**config.mk**
```make
export PLATFORM = sky130hd
export DESIGN_NAME = iob_iob2wishbone
export DESIGN_NICKNAME = d
export VERILOG_FILES = /design/src/rtl/iob_iob2wishbone_pkg.sv /design/src/rtl/iob_reg.sv /design/src/rtl/iob_timeout_cnt.sv /design/src/rtl/iob_iob2wishbone.sv
export SDC_FILE = /design/constraint.sdc
export NUM_CORES = 1
export LEC_CHECK = 0
export CAP_MARGIN = 20
export CORE_MARGIN = 2
export CORE_UTILIZATION = 42
export CTS_CLUSTER_DIAMETER = 40
export DETAILED_ROUTE_END_ITERATION = 8
export PLACE_DENSITY = 0.89
export SLEW_MARGIN = 20
export SYNTH_ARGS = -nofsm -noshare
export SYNTH_HDL_FRONTEND = slang
export SYNTH_SLANG_ARGS = --single-unit
```
**constraint.sdc**
```tcl
create_clock -name clk_i -period 5.3 [get_ports clk_i]
set_clock_uncertainty 0.1 [all_clocks]
set_input_delay 1.06 -clock clk_i [delete_from_list [all_inputs] [get_ports clk_i]]
set_output_delay 1.06 -clock clk_i [all_outputs]
set_load 0.005 [all_outputs]
```
**src/rtl/iob_iob2wishbone_pkg.sv**
```systemverilog
// rtl/iob_iob2wishbone_pkg.sv - shared FSM encoding for the IOb to Wishbone bridge
package iob_iob2wishbone_pkg;

  typedef enum logic [1:0] {
    ST_IDLE = 2'd0,
    ST_BUS  = 2'd1,
    ST_RESP = 2'd2
  } state_t;

endpackage

```
**src/rtl/iob_reg.sv**
```systemverilog
// rtl/iob_reg.sv - enabled register with asynchronous active-high reset
// Ports: clk_i, arst_i, en_i (load enable), data_i (next value), data_o (registered value)
module iob_reg #(
  parameter int                 DATA_W  = 32,
  parameter logic [DATA_W-1:0]  RST_VAL = '0
) (
  input  logic              clk_i,
  input  logic              arst_i,
  input  logic              en_i,
  input  logic [DATA_W-1:0] data_i,
  output logic [DATA_W-1:0] data_o
);

  logic [DATA_W-1:0] data_q;

  always_ff @(posedge clk_i or posedge arst_i) begin
    if (arst_i) begin
      data_q <= RST_VAL;
    end else if (en_i) begin
      data_q <= data_i;
    end
  end

  assign data_o = data_q;

endmodule

```
**src/rtl/iob_timeout_cnt.sv**
```systemverilog
// rtl/iob_timeout_cnt.sv - saturating bus-timeout counter with terminal-count flag
// Ports: clk_i, arst_i, clear_i (restart from 0), en_i (count one cycle),
//        done_o (count has reached LIMIT-1; never set when LIMIT is 0)
module iob_timeout_cnt #(
  parameter int CNT_W = 8,
  parameter int LIMIT = 255
) (
  input  logic clk_i,
  input  logic arst_i,
  input  logic clear_i,
  input  logic en_i,
  output logic done_o
);

  localparam bit               ENABLED = (LIMIT != 0);
  localparam int               LAST_I  = ENABLED ? LIMIT - 1 : 0;
  localparam logic [CNT_W-1:0] LAST    = LAST_I[CNT_W-1:0];

  logic [CNT_W-1:0] cnt_q, cnt_d;

  // Saturate at all-ones so a disabled timeout can never wrap back into range.
  always_comb begin
    cnt_d = cnt_q;
    if (clear_i) begin
      cnt_d = '0;
    end else if (en_i && (cnt_q != {CNT_W{1'b1}})) begin
      cnt_d = cnt_q + CNT_W'(1);
    end
  end

  always_ff @(posedge clk_i or posedge arst_i) begin
    if (arst_i) begin
      cnt_q <= '0;
    end else begin
      cnt_q <= cnt_d;
    end
  end

  assign done_o = ENABLED && (cnt_q == LAST);

endmodule

```
**src/rtl/iob_iob2wishbone.sv**
```systemverilog
// rtl/iob_iob2wishbone.sv - IOb slave to Wishbone classic master bridge, one outstanding access
// Ports: IOb side  valid_i/address_i/wdata_i/wstrb_i in, rdata_o/ready_o/error_o/overrun_o out
//        WB side   wb_addr_o/wb_select_o/wb_we_o/wb_cyc_o/wb_stb_o/wb_data_o out,
//                  wb_data_i/wb_ack_i/wb_error_i in
module iob_iob2wishbone #(
  parameter int ADDR_W         = 32,
  parameter int DATA_W         = 32,
  parameter int TIMEOUT_W      = 8,
  parameter int TIMEOUT_CYCLES = 255
) (
  input  logic                clk_i,
  input  logic                arst_i,
  input  logic                valid_i,
  input  logic [ADDR_W-1:0]   address_i,
  input  logic [DATA_W-1:0]   wdata_i,
  input  logic [DATA_W/8-1:0] wstrb_i,
  output logic [DATA_W-1:0]   rdata_o,
  output logic                ready_o,
  output logic                error_o,
  output logic                overrun_o,
  output logic [ADDR_W-1:0]   wb_addr_o,
  output logic [DATA_W/8-1:0] wb_select_o,
  output logic                wb_we_o,
  output logic                wb_cyc_o,
  output logic                wb_stb_o,
  output logic [DATA_W-1:0]   wb_data_o,
  input  logic [DATA_W-1:0]   wb_data_i,
  input  logic                wb_ack_i,
  input  logic                wb_error_i
);

  import iob_iob2wishbone_pkg::*;

  localparam int STRB_W = DATA_W / 8;
  localparam int REQ_W  = ADDR_W + DATA_W + STRB_W + 1;

  state_t              state_q, state_d;
  logic                cyc_q, cyc_d;
  logic                ready_q, ready_d;
  logic                error_q, error_d;
  logic                overrun_q, overrun_d;
  logic                req_en, end_en, cnt_en;
  logic                term, tmo_done;
  logic                we_in;
  logic [STRB_W-1:0]   sel_in;
  logic [DATA_W-1:0]   rdata_d;

  assign term   = wb_ack_i | wb_error_i;
  assign we_in  = |wstrb_i;
  assign sel_in = we_in ? wstrb_i : {STRB_W{1'b1}};

  always_ff @(posedge clk_i or posedge arst_i) begin
    if (arst_i) begin
      state_q <= ST_IDLE;
    end else begin
      state_q <= state_d;
    end
  end

  always_comb begin
    state_d = state_q;
    case (state_q)
      ST_IDLE: if (valid_i) state_d = ST_BUS;
      ST_BUS:  if (term || tmo_done) state_d = ST_RESP;
      ST_RESP: state_d = ST_IDLE;
      default: state_d = ST_IDLE;
    endcase
  end

  always_comb begin
    req_en    = (state_q == ST_IDLE) && valid_i;
    end_en    = (state_q == ST_BUS) && (term || tmo_done);
    cnt_en    = (state_q == ST_BUS) && !term;
    ready_d   = (state_q == ST_RESP);
    overrun_d = valid_i && (state_q != ST_IDLE);

    cyc_d = cyc_q;
    if (req_en) begin
      cyc_d = 1'b1;
    end else if (end_en) begin
      cyc_d = 1'b0;
    end

    // Only a clean ACK on a read returns slave data; ERR, timeout and writes return zero.
    rdata_d = (term && !wb_error_i && !wb_we_o) ? wb_data_i : '0;

    // error_o must stay valid alongside ready_o, so it is cleared only after the ready pulse.
    error_d = error_q;
    if (end_en) begin
      error_d = wb_error_i | ~term;
    end else if (ready_q) begin
      error_d = 1'b0;
    end
  end

  always_ff @(posedge clk_i or posedge arst_i) begin
    if (arst_i) begin
      cyc_q     <= 1'b0;
      ready_q   <= 1'b0;
      error_q   <= 1'b0;
      overrun_q <= 1'b0;
    end else begin
      cyc_q     <= cyc_d;
      ready_q   <= ready_d;
      error_q   <= error_d;
      overrun_q <= overrun_d;
    end
  end

  iob_reg #(.DATA_W(REQ_W)) u_req_reg (
    .clk_i  (clk_i),
    .arst_i (arst_i),
    .en_i   (req_en),
    .data_i ({address_i, wdata_i, sel_in, we_in}),
    .data_o ({wb_addr_o, wb_data_o, wb_select_o, wb_we_o})
  );

  iob_reg #(.DATA_W(DATA_W)) u_rdata_reg (
    .clk_i  (clk_i),
    .arst_i (arst_i),
    .en_i   (end_en),
    .data_i (rdata_d),
    .data_o (rdata_o)
  );

  iob_timeout_cnt #(.CNT_W(TIMEOUT_W), .LIMIT(TIMEOUT_CYCLES)) u_timeout (
    .clk_i   (clk_i),
    .arst_i  (arst_i),
    .clear_i (req_en),
    .en_i    (cnt_en),
    .done_o  (tmo_done)
  );

  assign wb_cyc_o  = cyc_q;
  assign wb_stb_o  = cyc_q;
  assign ready_o   = ready_q;
  assign error_o   = error_q;
  assign overrun_o = overrun_q;

endmodule

```
==> results.json <==
{
  "run_status": "complete, no violations",
  "worst_path_dominant_cell_family": "simple AND/OR/NAND/NOR gates",
  "synth.net_count": 601,
  "synth.distinct_cells": 32,
  "antenna_cells_inserted": 0,
  "grt_first_pass_wirelength_mm": 20.1,
  "worst-endpoint-arrival_ps": 3030,
  "grt_antenna_before_repair": 0,
  "synth_edf_count": 0,
  "maximum_number_of_pins_on_one_net_before_global_route_repair": 58,
  "setup.worst_path.start_class": "input port",
  "detailedRoute.firstIterationViolations": 207,
  "final-setup-viol-count": 0,
  "gp_routability_congestion": 0.817,
  "crit_startpoint": "wb_error_i",
  "final_net_count": 813,
  "path_cells": "clkdlybuf4s50_1 > or4b_4 > a211o_1 > or3_1 > a21oi_1",
  "maxSlewViolCount": 0,
  "total_wirelength_mm": 12.8,
  "clk_pin_slew_ps": 50,
  "numPortBuffers": 210,
  "path_class": "input port to flip-flop",
  "vdd_ir_drop_max_v": 0.000235,
  "dieWidth_um": 109,
  "total_global_route_track_usage": 0.219,
  "routed_wire_length_per_instance_um": 14.9,
  "global_route.overflow_total": 0,
  "rows": 38,
  "post_synth_main_area_contributors": "dfrtp_1 (62%), nand2_1 (19%), mux2i_1 (7.1%)",
  "mean_cell_area_of_the_mapped_netlist_um2": 9.43,
  "final_layout_size_suffix_gt1_frac": 0.0529,
  "1st_pass_router_iterations": 4,
  "rsz0062_at_grt": "false",
  "yosysSeqAreaShare": 0.618,
  "shortest_clock_period_the_worst_path_allows_after_layout_ps": 2710,
  "cts_root_buf": "clkbuf_8",
  "boundaryPins": 211,
  "timing.setup.tns_ps": 0,
  "cp.required_ps": 5620,
  "synth.most_common_cell": "nand2_1",
  "tritoncts.num_buffers": 17,
  "ant_nets": 0,
  "max_cap_violations": 0,
  "postSynthCellCount": 494,
  "clk_latency_ps": 500,
  "ys_ff_latch": 115,
  "cts.hold.buffers_added": 0,
  "critical-path-max-stage-delay_ps": 600,
  "flow.area_growth_from_synthesis_pct": 59.1,
  "initial_utilization": 0.430,
  "fmax_mhz": 369,
  "max-clock-path-buffers": 2,
  "synth_top_cell_area_share": 0.618,
  "detailroute.via_count": 4132,
  "final.hold.worst_slack_ps": 362,
  "leakagePower_nw": 3.60,
  "detailedPlacementHpwl_mm": 9.21,
  "worst_setup_path_end_kind": "flip-flop",
  "postSynth.topFlopCell": "dfrtp_1",
  "cts_tree": "built",
  "timing.max_slew.rel_slack": 0.522,
  "postLayoutCellArea_um2": 7410,
  "sw_frac_of_total": 0.283,
  "height_of_the_die_um": 109,
  "grt_pass1_vias": 4293,
  "core_area_um2": 10800,
  "startpoint_of_the_tightest_hold_check_path": "state_q[0]$_DFFE_PP0P_",
  "netSwitchingPower_mw": 0.924,
  "postCtsSetupBuffers": 0,
  "critical_path.slowest_cell": "or4b_4",
  "finalHoldViolCount": 0,
  "htree_levels": 4,
  "min_path_type": "flip-flop to flip-flop",
  "cts_sinks": 115,
  "placement_stage_cell_area_um2": 6900,
  "die_area_um2": 11900,
  "worst_r2r_startpoint": "u_timeout.cnt_q[5]$_DFFE_PP0P_",
  "power.sequential.fraction": 0.389,
  "synth_commonest_cells": "nand2_1 (238), dfrtp_1 (115), inv_1 (36)",
  "power.combinational.fraction": 0.316,
  "cp_num_buf_inv": 1,
  "route.detailed.vias_per_inst": 4.82,
  "synthDominantAreaCellType": "dfrtp_1",
  "async_flop_share": 1.00,
  "worst_slew_pin_slew_ps": 717,
  "finalCritPeriodShare": 0.511,
  "drt_drc_violations_left": 0,
  "post_cts_resize_count": 0,
  "power_per_cell_area_nw_per_um2": 440,
  "internal_power_mw": 2.34,
  "yosys_warnings": 0,
  "timing.critical_path.fanout_max": 5,
  "pwr-share-clk": 0.296,
  "synth_cell_area_um2": 4660
}
-- cell type report --
type                            count  area [µm²]
Clock buffer                       25         474
Clock inverter                      6        30.0
Fill cell                         821        3430
Inverter                           36         138
Multi-Input combinational cell    320        1570
Sequential cell                   115        2880
Tap cell                          140         175
Timing Repair Buffer              216        2150
-- per-layer routing --
layer / GRT usage / vias up / part of all wire
met2: 0.377 / 179 / 0.52
met3: 0.0765 / 36 / 0.082
met4: 0.107 / 0 / 0.032
li1: - / 1954 / -
met5: 0 / - / 0
met1: 0.242 / 1963 / 0.37
-- kinds of logic after synthesis --
logic type      count (synthesis)  share of synthesized area
simple gates                  265                      0.226
compound gates                 16                     0.0215
xor+xnor                        4                    0.00752
buf+inv                        59                     0.0505
flops                         115                      0.618
mux                            33                     0.0709
fa+ha+maj                       2                    0.00537
-- registers in the layout (all words and copies together), names as in the netlist --
signal	count
error_o	1
overrun_o	1
ready_o	1
state_q	2
u_rdata_reg.data_o	32
u_req_reg.data_o	69
u_timeout.cnt_q	8
wb_cyc_o	1
-- worst register-to-register path: cells and delay by family, from the launching register on --
family	cells	cell delay, ps
AOI/OAI and AO/OA	1	250
muxes	1	320
and+or+nand+nor	2	520
buffers and inverters	1	520
DFF	1	420
-- through the flow --
| stage | power, mW | utilization | std cells | setup slack (ps) |
|---|---|---|---|---|
| after floorplan | 1.62 | - | 494 | 1100 |
| after global placement | 2.27 | 0.637 | 827 | 2160 |
| after detailed placement | 2.32 | 0.637 | 827 | 2090 |
| after CTS | 3.30 | 0.683 | 858 | 2620 |
| after global routing | 3.46 | 0.683 | 858 | 2540 |
| final | 3.26 | 0.683 | 858 | 2590 |
-- cells in the final DEF, fill, tap and decap left out, types with 3 or more instances in the layout --
| cell type | count |
|---|---|
| xnor2_1 | 3 |
| nor2_1 | 6 |
| nand2_1 | 237 |
| nor3_1 | 5 |
| buf_4 | 6 |
| clkbuf_16 | 16 |
| clkbuf_1 | 5 |
| inv_1 | 35 |
| mux2i_1 | 33 |
| o21ai_0 | 7 |
| dfrtp_1 | 115 |
| clkdlybuf4s50_1 | 210 |
| clkbuf_8 | 4 |
| clkinv_2 | 6 |
-- power by group through the flow --
stage | clock [mW] | sequential (mW) | combinational, mW
after floorplan | 0 | 1.29 | 0.334
after global placement | 0 | 1.27 | 1.00
after detailed placement | 0 | 1.28 | 1.04
after CTS | 0.990 | 1.27 | 1.04
after global routing | 1.03 | 1.30 | 1.13
final | 0.964 | 1.27 | 1.03
-- final timing paths --
| kind | cells after the start | slack [ps] | end |
|---|---|---|---|
| min | 1 | 360 | ready_o$_DFF_PP0_ |
| max | 5 | 2590 | u_timeout.cnt_q[7]$_DFFE_PP0P_ |
| max in group asynchronous | 3 | 3570 | u_timeout.cnt_q[1]$_DFFE_PP0P_ |
| min in group asynchronous | 2 | 650 | u_req_reg.data_o[46]$_DFFE_PP0P_ |
| min reg2reg | 1 | 360 | ready_o$_DFF_PP0_ |
| max reg2reg | 5 | 3090 | u_rdata_reg.data_o[11]$_DFFE_PP0P_ |
Note: power is estimated with default switching activity, not from simulation.
